File: config.mk
export PLATFORM = sky130hd
export DESIGN_NAME = io_bus_arbiter
export DESIGN_NICKNAME = d
export VERILOG_FILES = /design/src/rtl/io_bus_arbiter.sv
export SDC_FILE = /design/constraint.sdc
export NUM_CORES = 1
export LEC_CHECK = 0
export CAP_MARGIN = 40
export CORE_UTILIZATION = 53
export DETAILED_ROUTE_END_ITERATION = 6
export DONT_BUFFER_PORTS = 1
export GPL_TIMING_DRIVEN = 0
export PLACE_DENSITY = 0.75
export SETUP_SLACK_MARGIN = 0.1
export SKIP_LAST_GASP = 1
export SLEW_MARGIN = 10
export SYNTH_ARGS = -nofsm -noshare
export SYNTH_HDL_FRONTEND = slang
export SYNTH_SLANG_ARGS = --single-unit
File: constraint.sdc
create_clock -name clk_i -period 2.8 [get_ports clk_i]
set_input_delay 0.56 -clock clk_i [delete_from_list [all_inputs] [get_ports clk_i]]
set_output_delay 0.56 -clock clk_i [all_outputs]
set_load 0.05 [all_outputs]
File: src/rtl/io_bus_arbiter.sv
// Two-master round-robin arbiter for the 16-bit I/O register bus.
// Serves one transaction at a time: IDLE grants, ACCESS drives the decoded target,
// RESP returns a one-cycle ack with read data and error status.
module io_bus_arbiter #(
   parameter int unsigned TIMEOUT = 16,  // ready wait limit in ACCESS cycles, >= 1
   parameter int unsigned TW      = 5    // counter width, 2**TW > TIMEOUT
) (
   input  logic        clk_i,
   input  logic        rst_ni,
   input  logic [1:0]  m_req_i,
   input  logic [1:0]  m_we_i,
   input  logic [15:0] m0_addr_i,
   input  logic [15:0] m1_addr_i,
   input  logic [15:0] m0_wdata_i,
   input  logic [15:0] m1_wdata_i,
   output logic [1:0]  m_ack_o,
   output logic        m_err_o,
   output logic [15:0] m_rdata_o,
   output logic        pio_sel_o,
   output logic        usb_sel_o,
   output logic        t_we_o,
   output logic [15:0] t_addr_o,
   output logic [15:0] t_wdata_o,
   input  logic [15:0] pio_rdata_i,
   input  logic [15:0] usb_rdata_i,
   input  logic        pio_ready_i,
   input  logic        usb_ready_i
);

   typedef enum logic [1:0] {StIdle, StAccess, StResp} state_e;

   state_e        state_q, state_d;
   logic          grant_q, grant_d;
   logic          rr_q, rr_d;
   logic          we_q, we_d;
   logic          err_q, err_d;
   logic [15:0]   addr_q, addr_d;
   logic [15:0]   wdata_q, wdata_d;
   logic [15:0]   rdata_q, rdata_d;
   logic [TW-1:0] cnt_q, cnt_d;

   logic          pio_hit, usb_hit, dec_err;
   logic          tgt_ready;
   logic [15:0]   tgt_rdata;
   logic [TW-1:0] cnt_inc;
   logic          win;

   // Address decode of the captured transaction; the two regions never overlap.
   always_comb begin
      pio_hit   = (addr_q[15:8] == 8'h40);
      usb_hit   = (addr_q[15:9] == 7'b0101000);
      dec_err   = addr_q[0] | ~(pio_hit | usb_hit);
      tgt_ready = pio_hit ? pio_ready_i : usb_ready_i;
      tgt_rdata = pio_hit ? pio_rdata_i : usb_rdata_i;
      cnt_inc   = cnt_q + TW'(1);
   end

   // Next-state logic: arbitration, target wait/timeout handling, pointer update.
   always_comb begin
      state_d = state_q;
      grant_d = grant_q;
      rr_d    = rr_q;
      we_d    = we_q;
      err_d   = err_q;
      addr_d  = addr_q;
      wdata_d = wdata_q;
      rdata_d = rdata_q;
      cnt_d   = cnt_q;
      win     = 1'b0;
      unique case (state_q)
         StIdle: begin
            cnt_d = '0;
            if (m_req_i != 2'b00) begin
               win     = (m_req_i == 2'b11) ? rr_q : m_req_i[1];
               grant_d = win;
               addr_d  = win ? m1_addr_i : m0_addr_i;
               wdata_d = win ? m1_wdata_i : m0_wdata_i;
               we_d    = m_we_i[win];
               state_d = StAccess;
            end
         end
         StAccess: begin
            if (dec_err) begin
               err_d   = 1'b1;
               rdata_d = '0;
               state_d = StResp;
            end else if (tgt_ready) begin
               err_d   = 1'b0;
               rdata_d = we_q ? 16'h0000 : tgt_rdata;
               state_d = StResp;
            end else if (cnt_inc == TW'(TIMEOUT)) begin
               err_d   = 1'b1;
               rdata_d = '0;
               state_d = StResp;
            end else begin
               cnt_d = cnt_inc;
            end
         end
         StResp: begin
            rr_d    = ~grant_q;
            state_d = StIdle;
         end
         default: state_d = StIdle;
      endcase
   end

   // State register with synchronous active-low reset; a reset drops any transaction.
   always_ff @(posedge clk_i) begin
      if (!rst_ni) begin
         state_q <= StIdle;
         grant_q <= 1'b0;
         rr_q    <= 1'b0;
         we_q    <= 1'b0;
         err_q   <= 1'b0;
         addr_q  <= '0;
         wdata_q <= '0;
         rdata_q <= '0;
         cnt_q   <= '0;
      end else begin
         state_q <= state_d;
         grant_q <= grant_d;
         rr_q    <= rr_d;
         we_q    <= we_d;
         err_q   <= err_d;
         addr_q  <= addr_d;
         wdata_q <= wdata_d;
         rdata_q <= rdata_d;
         cnt_q   <= cnt_d;
      end
   end

   // Outputs decoded from state and captured values; everything is zero outside its phase.
   always_comb begin
      m_ack_o   = 2'b00;
      m_err_o   = 1'b0;
      m_rdata_o = '0;
      pio_sel_o = 1'b0;
      usb_sel_o = 1'b0;
      t_we_o    = 1'b0;
      t_addr_o  = '0;
      t_wdata_o = '0;
      if (state_q == StAccess && !dec_err) begin
         pio_sel_o = pio_hit;
         usb_sel_o = usb_hit;
         t_we_o    = we_q;
         t_addr_o  = addr_q;
         t_wdata_o = wdata_q;
      end
      if (state_q == StResp) begin
         m_ack_o   = grant_q ? 2'b10 : 2'b01;
         m_err_o   = err_q;
         m_rdata_o = rdata_q;
      end
   end

endmodule

; ---- Word-level counts from Yosys, hierarchy flattened
; Cells that the tools add are included.
[totals]
input_bits = 104
regBits = 59
elab_cells = 68
out_inout_bits = 54
[classes]
reduce_logical = 10
n_lt_le_gt_ge = 1
n_addsub = 1
n_eq_ne = 11
n_bitwise = 4
mux = 32
[ops]
columns = op, n
row1 = 16-bit two-way mux, 10
row2 = 5-bit two-way mux, 3
row3 = 2-bit two-way mux, 6
row4 = 1-bit two-way mux, 11
row5 = 5-bit one-hot mux with 2 select lines, 1
row6 = 8-bit by 7-bit == test with 1-bit output (second input constant), 1
row7 = 2-bit inequality test (second input constant), 4
row8 = 7-bit by 6-bit == test with 1-bit output (second input constant), 1
row9 = 2-bit AND reduction, 3
row10 = 5-bit by 1-bit adder with 5-bit output (second input constant), 1
row11 = 5-bit == test (second input constant), 1
row12 = 2-bit == test (second input constant), 2
row13 = 4-bit inequality test (second input constant), 1
row14 = 2-bit one-hot mux with 2 select lines, 1
row15 = 4-bit AND reduction, 1
row16 = 2-bit nonzero test, 2
row17 = 3-bit nonzero test, 1
row18 = 2-bit by 1-bit == test with 1-bit output (second input constant), 1
row19 = 2-bit logical NOT, 1
row20 = 1-bit by 2-bit less-than comparator with 1-bit output (second input constant), 1
row21 = 1-bit inverter, 2
row22 = 1-bit bitwise OR, 2
row23 = 1-bit logical AND, 1
row24 = 1-bit logical NOT, 1

; ---- Longest topological paths before layout
[depth]
word_depth = 7
depth_mapped = 7

; ---- Worst setup path after synthesis
; OpenSTA, ideal clock, no wires.
[synth_path]
path_type = reg2out
start = register addr_q[9]
end = output pio_sel_o
t_arrival_ns = 2.033
path_slack_ns = 0.207
required_ns = 2.240
path_buffers = 1
path_stages_with_launch = 7
path_cell_list = dfxtp_1 -> nor4_4 -> and4b_1 -> buf_4 -> and2_2 -> inv_1 -> nor2_1
[synth_via]
elab_chain_cells = 7
elab_cells_between_ends = 8
[synth_lines]
columns = item, line_no
row1 = start: declaration, 37  ; logic [15:0] addr_q, addr_d;
row2 = start signal: assignment, 125  ; addr_q <= addr_d;
row3 = 8-bit by 7-bit == test with 1-bit output / 7-bit by 6-bit == test with 1-bit output (equally long branches), "50, 51"
row4 = 1-bit bitwise OR, 52  ; dec_err = addr_q[0] | ~(pio_hit | usb_hit);
row5 = 1-bit inverter, 52
row6 = 1-bit bitwise OR, 52
row7 = 1-bit logical NOT, 142  ; if (state_q == StAccess && !dec_err) begin
row8 = 1-bit logical AND, 142
row9 = 1-bit two-way mux (*), 142
row10 = end: declaration, 19  ; output logic pio_sel_o,
; Mark *: on every way between the ends. The rest lies on a longest branch, timed or not.

; ---- Worst setup path after layout
[layout_path]
start = register addr_q[13]
end = output t_wdata_o[6]
[layout_via]
elab_chain_cells = 7
elab_cells_between_ends = 8
[layout_lines]
columns = item, line_no
row1 = 8-bit by 7-bit == test with 1-bit output / 7-bit by 6-bit == test with 1-bit output (equally long branches), "50, 51"
row2 = 1-bit bitwise OR (*), 52
row3 = 1-bit inverter (*), 52
row4 = 1-bit bitwise OR (*), 52
row5 = 1-bit logical NOT (*), 142
row6 = 1-bit logical AND (*), 142
row7 = 16-bit two-way mux (*), 142
row8 = end: declaration, 23  ; output logic [15:0] t_wdata_o,
; Marked as above.

==> impl_metrics.sql <==
INSERT INTO impl_metrics (metric_group, metric, value, unit) VALUES
('status', 'status', 'complete, no violations', ''),
('sta', 'maxClockFrequency', '384.5', 'MHz'),
('power_and_ir_drop', 'switching_power', '0.5864', 'mW'),
('power_and_ir_drop', 'power_frac_seq', '45.7', '%'),
('sta', 'timing_worst_slew_pin_value', '0.8949', 'ns'),
('power_and_ir_drop', 'switching_share', '28.45', '%'),
('routing', 'vias_per_cell', '5.872', ''),
('min_path', 'hp-class', 'in2reg', ''),
('setup_path', 'timing.critical_path.from_type', 'flop', ''),
('cts', 'latest_clock_arrival_within_the_worst_skew_pair', '0.33', 'ns'),
('setup_path', 'timing_worst_setup_path_type', 'reg2out', ''),
('synth', 'postSynth.topFlopCell', 'sky130_fd_sc_hd__dfxtp_1', ''),
('routing', 'routedLengthMet1', '3253', 'um'),
('cells_and_area', 'antennaDiodeCount', '0', ''),
('power_and_ir_drop', 'power.share.clock', '36.6', '%'),
('setup_path', 'crit_cells', '5', ''),
('cells_and_area', 'fraction_of_layout_cells_with_a_size_suffix_above_1', '25.27', '%'),
('setup_path', 'r2r_end', 'addr_q[2]', ''),
('setup_path', 'endpoint', 't_wdata_o[6]', ''),
('global_route', 'wire_length_of_the_first_global_routing_pass', '11880', 'um'),
('routing', 'drtIter0Drc', '114', ''),
('synth', 'yosys.cell_types.count', '44', ''),
('placement', 'dpl_cell_area', '0.003309', 'mm2'),
('placement', 'dp_hpwl', '5618', 'um'),
('setup_path', 'cp-end-kind', 'output pin', ''),
('setup_path', 'reg2reg_depth', '5', ''),
('routing', 'drc_errors', '0', ''),
('setup_path', 'worst_ep_required_time', '2.24', 'ns'),
('global_route', 'grt_pass1_vias', '2467', ''),
('synth', 'synth_edf_count', '0', ''),
('setup_path', 'critical_path.max_fanout', '10', ''),
('floorplanning', 'initial_core_util', '56.22', '%'),
('routing', 'detail_route.wl_per_cell', '17.55', 'um'),
('synth', 'yosysWarningCount', '0', ''),
('routing', 'route.vias.total', '2607', ''),
('sta', 'final-hold-violation-count', '0', ''),
('synth', 'syn_avg_cell_area', '9.114', 'um2'),
('floorplanning', 'core_footprint', '0.005642', 'mm2'),
('sta', 'worst_slew_margin_rel', '40.02', '%'),
('sta', 'worst_clock_skew', '0.007084', 'ns'),
('placement', 'dp_cells', '428', ''),
('cells_and_area', 'finalNetCount', '472', ''),
('sta', 'timing.final.crit_share', '92.89', '%'),
('setup_path', 'minimum_setup_slack_among_reg_to_reg_paths', '0.98', 'ns'),
('floorplanning', 'die_height', '79.36', 'um'),
('sta', 'worst_slack', '0.1991', 'ns'),
('floorplanning', 'floorplan.rows', '27', ''),
('sta', 'fin_crit', '2.601', 'ns'),
('power_and_ir_drop', 'design_power_total', '2.061', 'mW'),
('floorplanning', 'floorplan.die.width', '79.36', 'um'),
('placement', 'preCtsSetupSlack', '0.2734', 'ns'),
('power_and_ir_drop', 'leakagePower', '1.698', 'nW'),
('cts', 'max-clock-path-buffers', '2', ''),
('cts', 'cts_root_buffer', 'sky130_fd_sc_hd__clkbuf_8', ''),
('sta', 'hold_ws', '0.4193', 'ns'),
('cells_and_area', 'area_growth', '12.11', '%'),
('power_and_ir_drop', 'ir_worst_vdd', '0.3357', 'mV'),
('routing', 'routed_wl', '7792', 'um'),
('setup_path', 'list_of_cells_traversed_by_the_critical_path', 'nor4_4 -> and4b_1 -> buf_4 -> buf_2 -> and3_2', ''),
('placement', 'gp_congestion', '0.7682', ''),
('cts', 'cts_htree_levels', '3', ''),
('synth', 'postSynthRegisterBits', '59', ''),
('cells_and_area', 'finalNonFillerCells', '444', ''),
('min_path', 'hold_path.startpoint', 'pio_rdata_i[6]', ''),
('routing', 'highest-signal-layer', 'met4', ''),
('cts', 'tritoncts', 'yes', ''),
('global_route', 'grt_util_all_layers', '25.18', '%'),
('setup_path', 'startpoint', 'addr_q[13]', ''),
('power_and_ir_drop', 'combPwrFrac', '17.7', '%'),
('synth', 'post_synthesis_instance_area', '0.003172', 'mm2'),
('global_route', 'grt_antenna_before_repair', '0', '');
[cell usage in the layout (no fill, tap or decap), types with 2 or more instances in the layout]
master,n
sky130_fd_sc_hd__nor2b_1,4
sky130_fd_sc_hd__and3_2,25
sky130_fd_sc_hd__clkbuf_8,10
sky130_fd_sc_hd__conb_1,6
sky130_fd_sc_hd__clkbuf_1,12
sky130_fd_sc_hd__inv_1,6
sky130_fd_sc_hd__and2_1,16
sky130_fd_sc_hd__dfxtp_1,59
sky130_fd_sc_hd__o22ai_1,6
sky130_fd_sc_hd__nor2_1,40
sky130_fd_sc_hd__o22ai_2,10
sky130_fd_sc_hd__and3_4,3
sky130_fd_sc_hd__buf_6,3
sky130_fd_sc_hd__mux2i_1,50
sky130_fd_sc_hd__a211oi_1,34
sky130_fd_sc_hd__o21ai_0,3
sky130_fd_sc_hd__buf_4,9
sky130_fd_sc_hd__nor3_2,2
sky130_fd_sc_hd__o2bb2ai_1,3
sky130_fd_sc_hd__nand3_1,5
sky130_fd_sc_hd__clkbuf_2,5
sky130_fd_sc_hd__a31oi_1,2
sky130_fd_sc_hd__nand2_1,19
sky130_fd_sc_hd__buf_2,12
sky130_fd_sc_hd__nor2_2,2
[stage by stage]
step | util [%] | setup TNS (ns)
final | 63.03 | 0
after global placement | 58.15 | -0.01728
after floorplan | - | 0
after detailed placement | 58.66 | 0
after global routing | 63.03 | 0
after CTS | 62.83 | 0
[per-layer routing]
layer / global-route usage, % / up-vias
met5: 0 / -
met4: 11.82 / 0
met3: 7.126 / 14
met2: 42.07 / 107
met1: 29.63 / 1210
li1: - / 1276
[worst min path at each step]
stage | endpoint | slack, ns | depth (start not counted)
2_1_floorplan | cnt_q[4] | 0.43 | 1
3_3_place_gp | cnt_q[4] | 0.45 | 1
3_5_place_dp | rdata_q[1] | 0.46 | 2
4_1_cts | rdata_q[6] | 0.42 | 2
5_1_grt | rdata_q[8] | 0.42 | 2
6_report | rdata_q[6] | 0.42 | 2
[flip-flops by register name, summed over array words and instances, names as in the netlist]
register	count
err_q	1
state_q	2
addr_q	16
cnt_q	5
we_q	1
grant_q	1
rr_q	1
rdata_q	16
wdata_q	16
[final cells by class]
class                           count  area (um2)
Sequential cell                    59        1181
Tap cell                           72       90.09
Multi-Input combinational cell    252        1851
Timing Repair Buffer                3       22.52
Clock buffer                       14       152.6
Inverter                            7       26.28
Clock inverter                      2       35.03
Fill cell                         507        2086
Buffer                             35       197.7
[cell usage after synthesis, types with 3 or more instances]
cell / instances / share of area, %
sky130_fd_sc_hd__o22ai_2: 10 / 3.9
sky130_fd_sc_hd__a211oi_1: 34 / 8.0
sky130_fd_sc_hd__buf_4: 8 / 1.9
sky130_fd_sc_hd__and2_1: 17 / 3.4
sky130_fd_sc_hd__mux2i_1: 50 / 16
sky130_fd_sc_hd__buf_2: 11 / 1.7
sky130_fd_sc_hd__o21ai_0: 3 / 0.47
sky130_fd_sc_hd__nor2b_1: 4 / 0.79
sky130_fd_sc_hd__nor2_1: 42 / 5.0
sky130_fd_sc_hd__nand3_1: 5 / 0.79
sky130_fd_sc_hd__inv_1: 6 / 0.71
sky130_fd_sc_hd__dfxtp_1: 59 / 37
sky130_fd_sc_hd__o22ai_1: 6 / 1.2
sky130_fd_sc_hd__and3_1: 27 / 5.3
sky130_fd_sc_hd__clkbuf_1: 13 / 1.5
sky130_fd_sc_hd__o2bb2ai_1: 3 / 0.83
sky130_fd_sc_hd__nor3_1: 3 / 0.47
sky130_fd_sc_hd__nand2_1: 19 / 2.2
[kinds of logic after synthesis]
| group | share of synthesized area [%] |
|---|---|
| compound gates | 17.71 |
| fa+ha+maj | 0.3944 |
| buf+inv | 6.864 |
| simple gates | 20.55 |
| mux | 16.57 |
| xor+xnor | 0.5524 |
| other cells | 0.1182 |
| flops | 37.24 |
[power groups by stage]
stage	combinational, mW	clock [mW]	sequential [mW]
finish	0.365	0.754	0.942
global route	0.402	0.806	0.949
CTS	0.364	0.762	0.940
detailed placement	0.361	0	0.959
global placement	0.353	0	0.956
floorplan	0.294	0	0.948
[worst register-to-register path: stages, from the launching register on]
cell	delay (ns)
sky130_fd_sc_hd__dfxtp_1	0.29
sky130_fd_sc_hd__clkbuf_2	0.17
sky130_fd_sc_hd__nor3_1	0.49
sky130_fd_sc_hd__clkbuf_1	0.45
sky130_fd_sc_hd__nor2_1	0.08
sky130_fd_sc_hd__a211oi_1	0.25
[repair_timing]
action                                  CTS  global route
buffers inserted                          0             0
pin swaps                                 0             3
hold buffers                              0             0
endpoints found under the setup margin   38            22
gates resized for setup                  33            10
No activity file was read; power rests on OpenSTA's default activity.
